$ cat src/rtl/cpu_marx_slice.sv
// Registered APU request/result slice between a core and the MARX interconnect.
// Two 2-entry FIFOs and an outstanding-request limiter; no cross-side comb paths.
module cpu_marx_slice #(
  parameter int WOP_CPU         = 6,
  parameter int WAPUTYPE        = 3,
  parameter int NUSFLAGS_CPU    = 5,
  parameter int NDSFLAGS_CPU    = 15,
  parameter int WRESULT         = 32,
  parameter int WARG            = 32,
  parameter int NARGS_CPU       = 3,
  parameter int MAX_OUTSTANDING = 4
) (
  input  logic                          clk_i,
  input  logic                          rst_ni,
  input  logic                          cpu_req_ds_s,
  output logic                          cpu_ack_ds_s,
  input  logic [WAPUTYPE-1:0]           cpu_type_ds_d,
  input  logic [NARGS_CPU*WARG-1:0]     cpu_operands_ds_d,
  input  logic [WOP_CPU-1:0]            cpu_op_ds_d,
  input  logic [NDSFLAGS_CPU-1:0]       cpu_flags_ds_d,
  output logic                          cpu_valid_us_s,
  input  logic                          cpu_ready_us_s,
  output logic [WRESULT-1:0]            cpu_result_us_d,
  output logic [NUSFLAGS_CPU-1:0]       cpu_flags_us_d,
  output logic                          marx_req_ds_s,
  input  logic                          marx_ack_ds_s,
  output logic [WAPUTYPE-1:0]           marx_type_ds_d,
  output logic [NARGS_CPU*WARG-1:0]     marx_operands_ds_d,
  output logic [WOP_CPU-1:0]            marx_op_ds_d,
  output logic [NDSFLAGS_CPU-1:0]       marx_flags_ds_d,
  input  logic                          marx_valid_us_s,
  output logic                          marx_ready_us_s,
  input  logic [WRESULT-1:0]            marx_result_us_d,
  input  logic [NUSFLAGS_CPU-1:0]       marx_flags_us_d,
  output logic [$clog2(MAX_OUTSTANDING+1)-1:0] outstanding_o,
  output logic                          busy_o
);

  localparam int WDS = WAPUTYPE + NARGS_CPU*WARG + WOP_CPU + NDSFLAGS_CPU;
  localparam int WUS = WRESULT + NUSFLAGS_CPU;
  localparam int OW  = $clog2(MAX_OUTSTANDING+1);
  localparam logic [OW-1:0] MAXO = OW'(MAX_OUTSTANDING);

  logic [WDS-1:0] r_ds_mem [2];
  logic           r_ds_wp;
  logic           r_ds_rp;
  logic [1:0]     r_ds_cnt;

  logic [WUS-1:0] r_us_mem [2];
  logic           r_us_wp;
  logic           r_us_rp;
  logic [1:0]     r_us_cnt;

  logic [OW-1:0]  r_outst;

  logic           w_ds_push;
  logic           w_ds_pop;
  logic           w_us_push;
  logic           w_us_pop;
  logic [WDS-1:0] w_ds_wdata;
  logic [WUS-1:0] w_us_wdata;

  assign cpu_ack_ds_s    = cpu_req_ds_s & (r_ds_cnt != 2'd2)
                         & (r_outst < MAXO);
  assign marx_req_ds_s   = (r_ds_cnt != 2'd0);
  assign marx_ready_us_s = (r_us_cnt != 2'd2);
  assign cpu_valid_us_s  = (r_us_cnt != 2'd0);

  assign w_ds_push = cpu_ack_ds_s;
  assign w_ds_pop  = marx_req_ds_s & marx_ack_ds_s;
  assign w_us_push = marx_valid_us_s & marx_ready_us_s;
  assign w_us_pop  = cpu_valid_us_s & cpu_ready_us_s;

  assign w_ds_wdata = {cpu_type_ds_d, cpu_operands_ds_d,
                       cpu_op_ds_d, cpu_flags_ds_d};
  assign w_us_wdata = {marx_result_us_d, marx_flags_us_d};

  assign {marx_type_ds_d, marx_operands_ds_d,
          marx_op_ds_d, marx_flags_ds_d} = r_ds_mem[r_ds_rp];
  assign {cpu_result_us_d, cpu_flags_us_d} = r_us_mem[r_us_rp];

  assign outstanding_o = r_outst;
  assign busy_o = (r_ds_cnt != 2'd0) | (r_us_cnt != 2'd0)
                | (r_outst != '0);

  // Payload storage carries no reset; only control state is cleared.
  always_ff @(posedge clk_i) begin
    if (w_ds_push) r_ds_mem[r_ds_wp] <= w_ds_wdata;
    if (w_us_push) r_us_mem[r_us_wp] <= w_us_wdata;
  end

  always_ff @(posedge clk_i) begin
    if (!rst_ni) begin
      r_ds_wp  <= 1'b0;
      r_ds_rp  <= 1'b0;
      r_ds_cnt <= 2'd0;
    end else begin
      if (w_ds_push) r_ds_wp <= ~r_ds_wp;
      if (w_ds_pop)  r_ds_rp <= ~r_ds_rp;
      unique case ({w_ds_push, w_ds_pop})
        2'b10:   r_ds_cnt <= r_ds_cnt + 2'd1;
        2'b01:   r_ds_cnt <= r_ds_cnt - 2'd1;
        default: r_ds_cnt <= r_ds_cnt;
      endcase
    end
  end

  always_ff @(posedge clk_i) begin
    if (!rst_ni) begin
      r_us_wp  <= 1'b0;
      r_us_rp  <= 1'b0;
      r_us_cnt <= 2'd0;
    end else begin
      if (w_us_push) r_us_wp <= ~r_us_wp;
      if (w_us_pop)  r_us_rp <= ~r_us_rp;
      unique case ({w_us_push, w_us_pop})
        2'b10:   r_us_cnt <= r_us_cnt + 2'd1;
        2'b01:   r_us_cnt <= r_us_cnt - 2'd1;
        default: r_us_cnt <= r_us_cnt;
      endcase
    end
  end

  // A result pop with nothing outstanding saturates instead of wrapping.
  always_ff @(posedge clk_i) begin
    if (!rst_ni) begin
      r_outst <= '0;
    end else begin
      unique case ({w_ds_push, w_us_pop})
        2'b10:   r_outst <= r_outst + OW'(1);
        2'b01:   r_outst <= (r_outst == '0) ? '0 : r_outst - OW'(1);
        default: r_outst <= r_outst;
      endcase
    end
  end

  always_ff @(posedge clk_i) begin
    if (rst_ni) begin
      assert (!(w_us_pop && r_outst == '0))
        else $error("result popped with no request outstanding");
    end
  end

endmodule

$ cat config.mk
export PLATFORM = sky130hd
export DESIGN_NAME = cpu_marx_slice
export DESIGN_NICKNAME = d
export VERILOG_FILES = /design/src/rtl/cpu_marx_slice.sv
export SDC_FILE = /design/constraint.sdc
export NUM_CORES = 1
export LEC_CHECK = 0
export CORE_MARGIN = 2
export CORE_UTILIZATION = 40
export DETAILED_ROUTE_END_ITERATION = 8
export DONT_BUFFER_PORTS = 1
export PLACE_DENSITY = 0.53
export SYNTH_ARGS = -nofsm -noshare
export SYNTH_HDL_FRONTEND = slang
export SYNTH_SLANG_ARGS = --single-unit
$ cat constraint.sdc
create_clock -name clk_i -period 7.5 [get_ports clk_i]
set_clock_uncertainty 0.2 [all_clocks]
set_input_delay 0.75 -clock clk_i [delete_from_list [all_inputs] [get_ports clk_i]]
set_output_delay 0.75 -clock clk_i [all_outputs]
set_load 0.02 [all_outputs]
[Yosys cells after proc, flatten, opt, wreduce, memory -nomap -nowiden]
Memory sizes are Yosys's and may differ from the RTL's. A register that Yosys moved wholly into a read port is not among the register bits.
Index checks and enable logic that the tools add are counted.
W data, S select, Z words.
Word-level totals
  flip-flop bits (word level): 11
  memory bits (writable): 314
  bits of input ports: 163
  output and inout bits: 165
  logic and storage cells: 54
  memories kept: 2
Memories
  r_ds_mem: words 2, bits a word 120, read ports 1, clocked after Yosys merged registers in 1, write ports 1, line 44  | logic [WDS-1:0] r_ds_mem [2];
  r_us_mem: words 2, bits a word 37, read ports 1, clocked after Yosys merged registers in 1, write ports 1, line 49  | logic [WUS-1:0] r_us_mem [2];
Operators by class
  $add $sub $neg: 6
  order comparisons: 1
  equal/unequal tests: 8
  muxes and demuxes: 12
  bitwise logic cells: 11
  reductions and logical operators: 7
Operator list (count)
  $reduce_bool A2 Y1: 5
  $mux W1: 8
  $pmux W2 S2: 2
  $eq A2 B1 Y1 const B: 3
  $eq A2 B2 Y1 const B: 3
  $pmux W3 S2: 1
  $and A1 B1 Y1: 5
  $add A2 B1 Y2 const B: 2
  $ne A2 B2 Y1 const B: 2
  $not A1 Y1: 4
  $sub A2 B1 Y2 const B: 2
  $add A3 B1 Y3 const B: 1
  $logic_not A3 Y1: 1
  $lt A3 B3 Y1 const B: 1
  $mux W3: 1
  $reduce_bool A3 Y1: 1
  $sub A3 B1 Y3 const B: 1
  $or A1 B1 Y1: 2

[Logic depth before layout (Yosys ltp)]
Gate-level depths: netlist of run 1.
  depth in word-level cells: 5
  gate-level depth with buffers: 6

[Least setup slack after synthesis of run 1]
OpenSTA, ideal clock, no wires.
  kind: input-to-reg
  start: input cpu_req_ds_s
  end: memory r_ds_mem[1][0] (netlist name), enable pin
  data arrival time: 4.050 ns
  setup slack: 2.757 ns
  stages: 4
  buffers on the path: 0
  cell sequence: nand2b_1 > or2_1 > inv_1 > and2_1
On the way
  cells in the longest elaborated chain, start to end: 4
RTL lines
  from (decl): line 15  | input logic cpu_req_ds_s,
  $and A1 B1 Y1: line 63  | assign cpu_ack_ds_s = cpu_req_ds_s & (r_ds_cnt != 2'd2)
  $and A1 B1 Y1: line 64  | & (r_outst < MAXO);
  net cpu_ack_ds_s: line 16  | output logic cpu_ack_ds_s,
  $mux W1: line 88  | if (w_ds_push) r_ds_mem[r_ds_wp] <= w_ds_wdata;
  $mux W1 (not written as such): line 88
  to (decl): line 44
The timed path passes the listed nets, and every way through them passes these cells.

==> metrics.yaml, run 1 <==
yosys:
  synth_cell_types: 28
  ys_warn_count: 0
  synth.top_cells.by_area: "edfxtp_1, mux2_2, dfxtp_1"
  synthArstFlopShare_pct: 0
  postSynthAreaPerCell_um2: 21.1
  synthFlopType: "edfxtp_1"
  synth.cell_area_um2: 12000
  synth_top_cell_area_share_pct: 78.8
  synth_nets: 735
  synth_largest_area_cell: "edfxtp_1"
  syn_inst: 566
  synth-seq-area-share_pct: 81.0
  ys_seq_elements: 327
  synth-edff-count: 314
power:
  internal-power_w: 0.00368
  irDropWorstVdd_mv: 0.187
  netSwitchingFraction_pct: 30.5
  p_clk_share_pct: 29.2
  power_frac_seq_pct: 46.6
  p_per_area_nw_per_um2: 393
  net-switching-power_w: 0.00161
  p_leak_nw: 4.35
  pwr-share-comb_pct: 24.2
global_routing:
  grt_use_met1_pct: 14.2
  grt_use_met3_pct: 8.55
  grt_pass1_vias: 5254
  use_met2_pct: 22.1
  grt_max_degree: 73
  grt_pass1_wl_um: 31900
  grt.overflow.total: 0
  antenna_found_initial: 1
  grt_usage_pct: 13.5
  busiest_layer: "met2"
worst_setup_path:
  r2r_start: "outstanding_o[2]$_SDFFE_PN0P_"
  crit_type: "reg2out"
  crit_path_end_kind: "output port"
  reg2reg_to: "r_ds_mem[1][117]$_DFFE_PP_"
  r2r_setup_slack_ns: 4.27
  worstSetupStartpointType: "register"
  reg2reg_depth: 5
  required_ns: 6.55
  arrival_ns: 2.69
  setup.worst_path.end: "marx_type_ds_d[0]"
  crit_fanout: 70
min_path:
  hold_path_class: "in2reg"
  hp-start: "cpu_operands_ds_d[84]"
die:
  initial_utilization_pct: 40.5
  core_area_um2: 29600
  dieArea_um2: 31300
  num_rows: 63
  die_w_um: 177
  pin_count: 328
  die_h_um: 177
outcome:
  status: "finished, final reports clean"
placement:
  gp_congestion: 0.752
  placed_cells: 944
  dp_hpwl_um: 14900
  io_buffers: 0
flow_run:
  max-cap-violations: 0
layout:
  final_cell_mix: "edfxtp_1, mux2_2, clkbuf_16"
  drive_above_1_share_pct: 34.9
  areaGrowthSynthToFinish_pct: 12.5
  n_fill_cell: 2497
  mostFrequentLayoutCell: "edfxtp_1"
  fin_nets: 760
  stdcell_count: 1005
clocking:
  numCtsBuffers: 35
  path_clk_slew_ns: 0.06
  cts_max_level: 2
  postCtsSetupBuffers: 0
  clock-sinks: 327
  clk_path_buf_depth: 3
  clk_latency_ns: 0.49
  ctsResizeCount: 0
  cts_root_buf: "clkbuf_16"
  holdBufCountCts: 0
  cts_tree: "done"
detailed_routing:
  drtAntennaViolNets: 0
  viasPerCell: 5.07
  detail_route.iter0.violations: 242
  post_drt_wl_per_cell_um: 22.1
  drc_errors: 0
  drt_wl_total_um: 22200
  vias: 5095
  first_pass_iters: 4
sta:
  slew_violations: 0
  final.min_clock_period_ns: 3.64
  worst_pin_slew_ns: 0.981
  final.period_utilization_pct: 48.5
  max_slew_margin_pct: 34.6
  grt_setup_unrepaired: "no"
  hold_violations: 0
  tns_ns: 0
  max_freq_ghz: 0.275
  finalSetupViolCount: 0
==> area by class of cell <==
class	instances	area (um^2)	share of cell area, %
tap	390	488	3.63
clock inverter	13	118	0.874
timing repair buffer	6	45.0	0.335
multi-input combinational	214	2160	16.1
inverter	7	28.8	0.214
antenna	2	5.00	0.0372
sequential	327	9690	72.0
clock buffer	46	917	6.82
==> critical path, stage by stage (launching register included) <==
cell	delay, ns
dfxtp_4	0.77
buf_4	0.83
mux2_2	0.50
==> synthesized netlist by cell type, drive strengths merged (2+ instances only) <==
master  number
edfxtp     314
mux2       157
buf         17
dfxtp       13
nor2         8
inv          7
a21oi        6
ha           6
o21ai        4
xnor2        4
nand2        3
nand2b       3
or2          3
or3          3
a211o        2
nand3b       2
nor2b        2
o21a         2
xor2         2
==> per-layer routing <==
layer	wire (um)	vias up
met3	3270	47
met5	0	-
met1	7600	2528
li1	-	2276
met2	10800	244
met4	559	0
==> worst min path at each step <==
stage,endpoint,cells after the start,slack [ns]
after floorplan,r_ds_wp$_SDFFE_PN0P_,2,0.26
after global placement,r_ds_wp$_SDFFE_PN0P_,2,0.28
after detailed placement,r_ds_rp$_SDFFE_PN0P_,2,0.30
after CTS,r_ds_mem[0][105]$_DFFE_PP_,0,0.12
after global routing,r_ds_mem[0][105]$_DFFE_PP_,0,0.12
final,r_ds_mem[0][105]$_DFFE_PP_,0,0.15
==> power by group through the flow <==
stage	registers, W	logic [W]	clock network, W
4_1_cts	0.00247	0.00131	0.00160
2_1_floorplan	0.00246	0.00112	0
5_1_grt	0.00249	0.00136	0.00167
6_report	0.00246	0.00128	0.00155
3_3_place_gp	0.00249	0.00129	0
3_5_place_dp	0.00251	0.00130	0
==> flip-flops by register name, summed over array words and instances (netlist names), named ones only <==
name,flops
r_ds_wp,1
outstanding_o,3
r_ds_mem,240
r_ds_rp,1
r_us_rp,1
r_us_wp,1
r_us_cnt,2
r_ds_cnt,2
r_us_mem,74
==> stage by stage <==
stage | util (%) | worst slack [ns] | power, W | hold slack [ns] | instance area (um^2)
3_5_place_dp | 42.0 | 4.00 | 0.00381 | 0.300 | 12400
6_report | 45.5 | 3.86 | 0.00529 | 0.148 | 13500
4_1_cts | 45.5 | 3.77 | 0.00538 | 0.119 | 13500
3_3_place_gp | 42.0 | 4.03 | 0.00378 | 0.285 | 12400
5_1_grt | 45.5 | 3.67 | 0.00553 | 0.116 | 13500
2_1_floorplan | - | 2.76 | 0.00358 | 0.258 | 12000
==> cells by family (layout without fill, tap and decap cells) <==
family,after synthesis,in the layout,share of synthesized area [%]
AOI/OAI and AO/OA,17,17,0.941
adders and majority gates,6,6,0.627
buffers and inverters,25,72,0.962
and+or+nand+nor,28,28,1.27
other,0,2,0
muxes,157,157,14.8
xor gates and xnor gates,6,6,0.439
DFF,327,327,81.0
Note: power is estimated with default switching activity, not from simulation.
==> inputs of run 2 (changes only) <==
==> constraint.sdc (replaced) <==
create_clock -name clk_i -period 3.7 [get_ports clk_i]
set_clock_uncertainty 0.2 [all_clocks]
set_input_delay 0.37 -clock clk_i [delete_from_list [all_inputs] [get_ports clk_i]]
set_output_delay 0.37 -clock clk_i [all_outputs]
set_load 0.02 [all_outputs]
==> metrics.yaml, run 2 (same netlist as run 1, synthesis figures left out) <==
outcome:
  status: "finished, final reports clean"
layout:
  final_cell_mix: "edfxtp_1, dlygate4sd3_1, mux2_2"
  largest_register: "r_ds_mem"
  drive_above_1_share_pct: 28.5
  areaGrowthSynthToFinish_pct: 26.6
  fin_nets: 921
  stdcell_count: 1168
  mostFrequentLayoutCell: "edfxtp_1"
  largest_reg_flops: 240
  num_antenna_cells: 0
sta:
  finalSetupViolCount: 0
  hold_violations: 0
  final.min_clock_period_ns: 2.76
  slew_violations: 0
  grt_setup_unrepaired: "no"
  max_slew_margin_pct: 48.1
  max_freq_ghz: 0.362
  worst_pin_slew_ns: 0.779
  tns_ns: 0
  final.period_utilization_pct: 74.7
die:
  pin_count: 328
  core_area_um2: 29600
  num_rows: 63
  die_h_um: 177
  dieArea_um2: 31300
  initial_utilization_pct: 40.5
  die_w_um: 177
flow_run:
  max-cap-violations: 0
worst_setup_path:
  r2r_setup_slack_ns: 1.10
  required_ns: 3.13
  cp.buffers_inverters: 1
  reg2reg_depth: 5
  crit_type: "reg2out"
  crit_path_end_kind: "output port"
  critical_path_depth: 2
  cp_cell_sequence: "buf_4 > mux2_2"
  cpPeakStageDelay_ns: 0.78
  slowest_stage: "dfxtp_4"
  arrival_ns: 2.19
  reg2reg_to: "r_ds_mem[1][15]$_DFFE_PP_"
  crit_family: "flip-flops"
  r2r_start: "outstanding_o[2]$_SDFFE_PN0P_"
  crit_fanout: 45
  worstSetupStartpointType: "register"
power:
  p_leak_nw: 5.06
  irDropWorstVdd_mv: 0.424
  p_per_area_nw_per_um2: 730
  finalPower_w: 0.0111
min_path:
  holdPathStages: 3
  hp-start: "marx_ack_ds_s"
  hold_path_class: "in2reg"
placement:
  placed_cells: 946
  gp_congestion: 0.724
  io_buffers: 0
  dp_hpwl_um: 15000
global_routing:
  antenna_found_initial: 0
  grt_max_degree: 121
  grt_usage_pct: 14.4
  grt_pass1_vias: 6226
  grt_pass1_wl_um: 34400
  grt.overflow.total: 0
detailed_routing:
  viasPerCell: 4.92
  detail_route.iter0.violations: 333
  drtAntennaViolNets: 0
  first_pass_iters: 6
  post_drt_wl_per_cell_um: 20.1
  drt_wl_total_um: 23500
  vias: 5746
  drc_errors: 0
clocking:
  cts_root_buf: "clkbuf_16"
  clock-sinks: 327
  ctsResizeCount: 0
  cts_max_level: 2
  numCtsBuffers: 34
  clk_path_buf_depth: 3
  clk_latency_ns: 0.50
  path_clk_slew_ns: 0.06
  postCtsSetupBuffers: 0
  cts_tree: "done"
==> run 2: cell types whose count changed in the layout (fill, tap and decap cells not counted), moves of 2 or more <==
cell	delta
clkbuf_1	-6
buf_12	+3
clkinv_2	+3
diode_2	-2
clkinv_1	+3
dlygate4sd3_1	+160
==> run 2: what timing repair did <==
item,4_1_cts,5_1_grt
hold buffers,160,0
endpoints found under the setup margin,0,0
hold endpoints to repair,324,0
==> run 2: where the power goes <==
group / leakage [nW] / total (W) / internal, W / switching, W
registers: 3.04 / 0.00499 / 0.00475 / 0.000238
logic: 1.49 / 0.00280 / 0.000959 / 0.00184
clock network: 0.532 / 0.00326 / 0.00191 / 0.00135
total: 5.06 / 0.0111 / 0.00762 / 0.00343
==> run 2: worst register-to-register path, delay by kind of cell, from the launching register on <==
kind | cells | cell delay [ns]
and+or+nand+nor | 3 | 0.93
DFF | 1 | 0.40
buffers and inverters | 2 | 0.70
==> run 2: layout make-up <==
| class | instances | area, um^2 |
|---|---|---|
| inverter | 7 | 30.0 |
| sequential | 327 | 9690 |
| timing repair buffer | 168 | 1700 |
| clock buffer | 39 | 870 |
| tap | 390 | 488 |
| multi-input combinational | 214 | 2160 |
| clock inverter | 23 | 208 |
| fill | 2385 | 14400 |
==> run 2: worst max path at each step <==
stage	to
after global placement	r_ds_mem[1][9]$_DFFE_PP_
after CTS	marx_operands_ds_d[67]
after floorplan	r_ds_mem[1][0]$_DFFE_PP_
after global routing	marx_operands_ds_d[83]
after detailed placement	r_ds_mem[1][37]$_DFFE_PP_
final	marx_operands_ds_d[51]
==> run 2: routing by layer <==
layer / global-route usage (%) / routed length [um] / share of wire (%)
met1: 15.7 / 8580 / 37
met2: 25.2 / 12000 / 51
met3: 5.07 / 2080 / 8.9
met4: 6.27 / 815 / 3.5
met5: 0 / 0 / 0
==> run 2: metrics by stage <==
stage / utilization, % / hold slack, ns / area [um^2] / setup slack [ns]
after detailed placement: 42.2 / 0.269 / 12500 / 1.08
after floorplan: - / 0.258 / 12000 / 0.534
after global routing: 51.3 / 0.0449 / 15100 / 0.811
final: 51.3 / 0.0291 / 15100 / 0.936
after CTS: 51.3 / 0.0108 / 15100 / 0.870
after global placement: 42.2 / 0.269 / 12500 / 1.13
==> inputs of run 3 (changes only) <==
--- a/config.mk
+++ b/config.mk
@@ -9,7 +9,7 @@
 export CORE_UTILIZATION = 40
 export DETAILED_ROUTE_END_ITERATION = 8
 export DONT_BUFFER_PORTS = 1
-export PLACE_DENSITY = 0.53
+export PLACE_DENSITY = 0.55
 export SYNTH_ARGS = -nofsm -noshare
 export SYNTH_HDL_FRONTEND = slang
 export SYNTH_SLANG_ARGS = --single-unit
==> constraint.sdc (replaced) <==
create_clock -name clk_i -period 2.3 [get_ports clk_i]
set_clock_uncertainty 0.2 [all_clocks]
set_input_delay 0.23 -clock clk_i [delete_from_list [all_inputs] [get_ports clk_i]]
set_output_delay 0.23 -clock clk_i [all_outputs]
set_load 0.02 [all_outputs]
==> metrics.yaml, run 3 (same netlist as run 1, synthesis figures left out) <==
detailed_routing:
  drtAntennaViolNets: 0
  drt_wl_total_um: 24500
  vias: 5762
  viasPerCell: 4.90
  detail_route.iter0.violations: 326
  first_pass_iters: 5
  drc_errors: 0
  post_drt_wl_per_cell_um: 20.9
global_routing:
  grt_pass1_wl_um: 35700
  grt_pass1_vias: 6291
  grt_max_degree: 64
  grt.overflow.total: 0
  antenna_found_initial: 2
  grt_usage_pct: 15.1
worst_setup_path:
  slowest_stage: "or3b_4"
  arrival_ns: 1.77
  cp_cell_sequence: "inv_1 > ha_2 > nor2b_4 > or3b_4"
  crit_type: "reg2out"
  cp.buffers_inverters: 1
  required_ns: 1.87
  crit_path_end_kind: "output port"
  worstSetupStartpointType: "register"
  reg2reg_depth: 5
  crit_family: "simple AND/OR/NAND/NOR gates"
  critical_path_depth: 4
  r2r_setup_slack_ns: 0.20
  crit_fanout: 5
  cpPeakStageDelay_ns: 0.43
placement:
  io_buffers: 0
  dp_hpwl_um: 16200
  placedInstanceArea_um2: 12700
  placed_cells: 953
  gp_congestion: 0.749
sta:
  max_freq_ghz: 0.454
  grt_setup_unrepaired: "no"
  final.min_clock_period_ns: 2.20
  finalSetupViolCount: 0
  whs_ns: 0.0789
  hold_violations: 0
  slew_violations: 0
  worst_pin_slew_ns: 0.471
  max_slew_margin_pct: 68.6
  final.period_utilization_pct: 95.9
die:
  num_rows: 63
  initial_utilization_pct: 40.5
  dieArea_um2: 31300
  core_area_um2: 29600
  die_w_um: 177
  pin_count: 328
  die_h_um: 177
layout:
  stdcell_count: 1175
  largest_register: "r_ds_mem"
  largest_reg_flops: 240
  multi_input_area_um2: 2190
  areaGrowthSynthToFinish_pct: 28.1
  drive_above_1_share_pct: 30.0
  n_fill_cell: 2353
  fin_nets: 931
  mostFrequentLayoutCell: "edfxtp_1"
  fin_area_um2: 15300
  final_cell_mix: "edfxtp_1, dlygate4sd3_1, mux2_2"
  seq_area_um2: 9700
power:
  pwr-share-comb_pct: 27.4
  net-switching-power_w: 0.00551
  p_leak_nw: 5.11
  internal-power_w: 0.0123
  p_per_area_nw_per_um2: 1160
  p_clk_share_pct: 27.8
  irDropWorstVdd_mv: 0.733
  power_frac_seq_pct: 44.8
  finalPower_w: 0.0178
  netSwitchingFraction_pct: 31.0
min_path:
  holdPathStages: 2
  hold_path_class: "in2reg"
clocking:
  clk_latency_ns: 0.49
  path_clk_slew_ns: 0.06
  clock-sinks: 327
  numCtsBuffers: 34
  cts_root_buf: "clkbuf_16"
  cts_tree: "done"
  cts_max_level: 2
  clk_path_buf_depth: 3
outcome:
  status: "finished, final reports clean"
flow_run:
  max-cap-violations: 0
==> run 3: worst paths after layout <==
| check | startpoint | endpoint |
|---|---|---|
| hold / removal | marx_valid_us_s | r_us_mem[1][24]$_DFFE_PP_ |
| hold reg to reg | r_ds_wp$_SDFFE_PN0P_ | r_ds_wp$_SDFFE_PN0P_ |
| setup reg to reg | outstanding_o[2]$_SDFFE_PN0P_ | r_ds_mem[1][1]$_DFFE_PP_ |
| setup / recovery | outstanding_o[0]$_SDFFE_PN0P_ | busy_o |
==> run 3: stage by stage <==
step	utilization (%)	setup WS, ns	TNS [ns]
2_1_floorplan	-	-0.676	-93.88
3_3_place_gp	42.9	0.208	0
3_5_place_dp	42.9	0.192	0
4_1_cts	51.8	0.0357	0
5_1_grt	51.9	0.0177	0
6_report	51.9	0.0953	0
==> run 3: per-layer routing <==
| metal | track usage (%) | vias up | wire (um) |
|---|---|---|---|
| li1 | - | 2624 | - |
| met4 | 5.65 | 0 | 659 |
| met5 | 0 | - | 0 |
| met3 | 5.93 | 46 | 2310 |
| met1 | 16.3 | 2826 | 8740 |
| met2 | 26.5 | 266 | 12800 |
==> run 3: cell type report <==
type / count / area share, %
Inverter: 7 / 0.196
Clock inverter: 18 / 0.775
Tap cell: 390 / 3.18
Timing Repair Buffer: 178 / 12.4
Clock buffer: 39 / 5.81
Antenna cell: 2 / 0.0326
Multi-Input combinational cell: 214 / 14.3
Sequential cell: 327 / 63.3
==> run 3: repair_timing <==
| action | in CTS | in global routing |
|---|---|---|
| gates resized for setup | 4 | 2 |
| endpoints found under the hold margin | 327 | 0 |
| setup buffers | 1 | 0 |
| hold buffers | 162 | 0 |
| endpoints found under the setup margin | 10 | 1 |
==> run 3: power groups by stage <==
stage               Clock [W]  Combinational (W)  Sequential (W)
floorplan                   0            0.00367         0.00799
global placement            0            0.00452         0.00805
detailed placement          0            0.00457         0.00811
CTS                   0.00512            0.00494         0.00797
global route          0.00534            0.00517         0.00805
finish                0.00495            0.00487         0.00796
==> run 3: worst register-to-register path, cell delays in order (launching register included) <==
cell	delay (ns)
dfxtp_4	0.38
nand2b_4	0.15
or2_1	0.28
inv_2	0.14
and2_4	0.38
buf_12	0.25
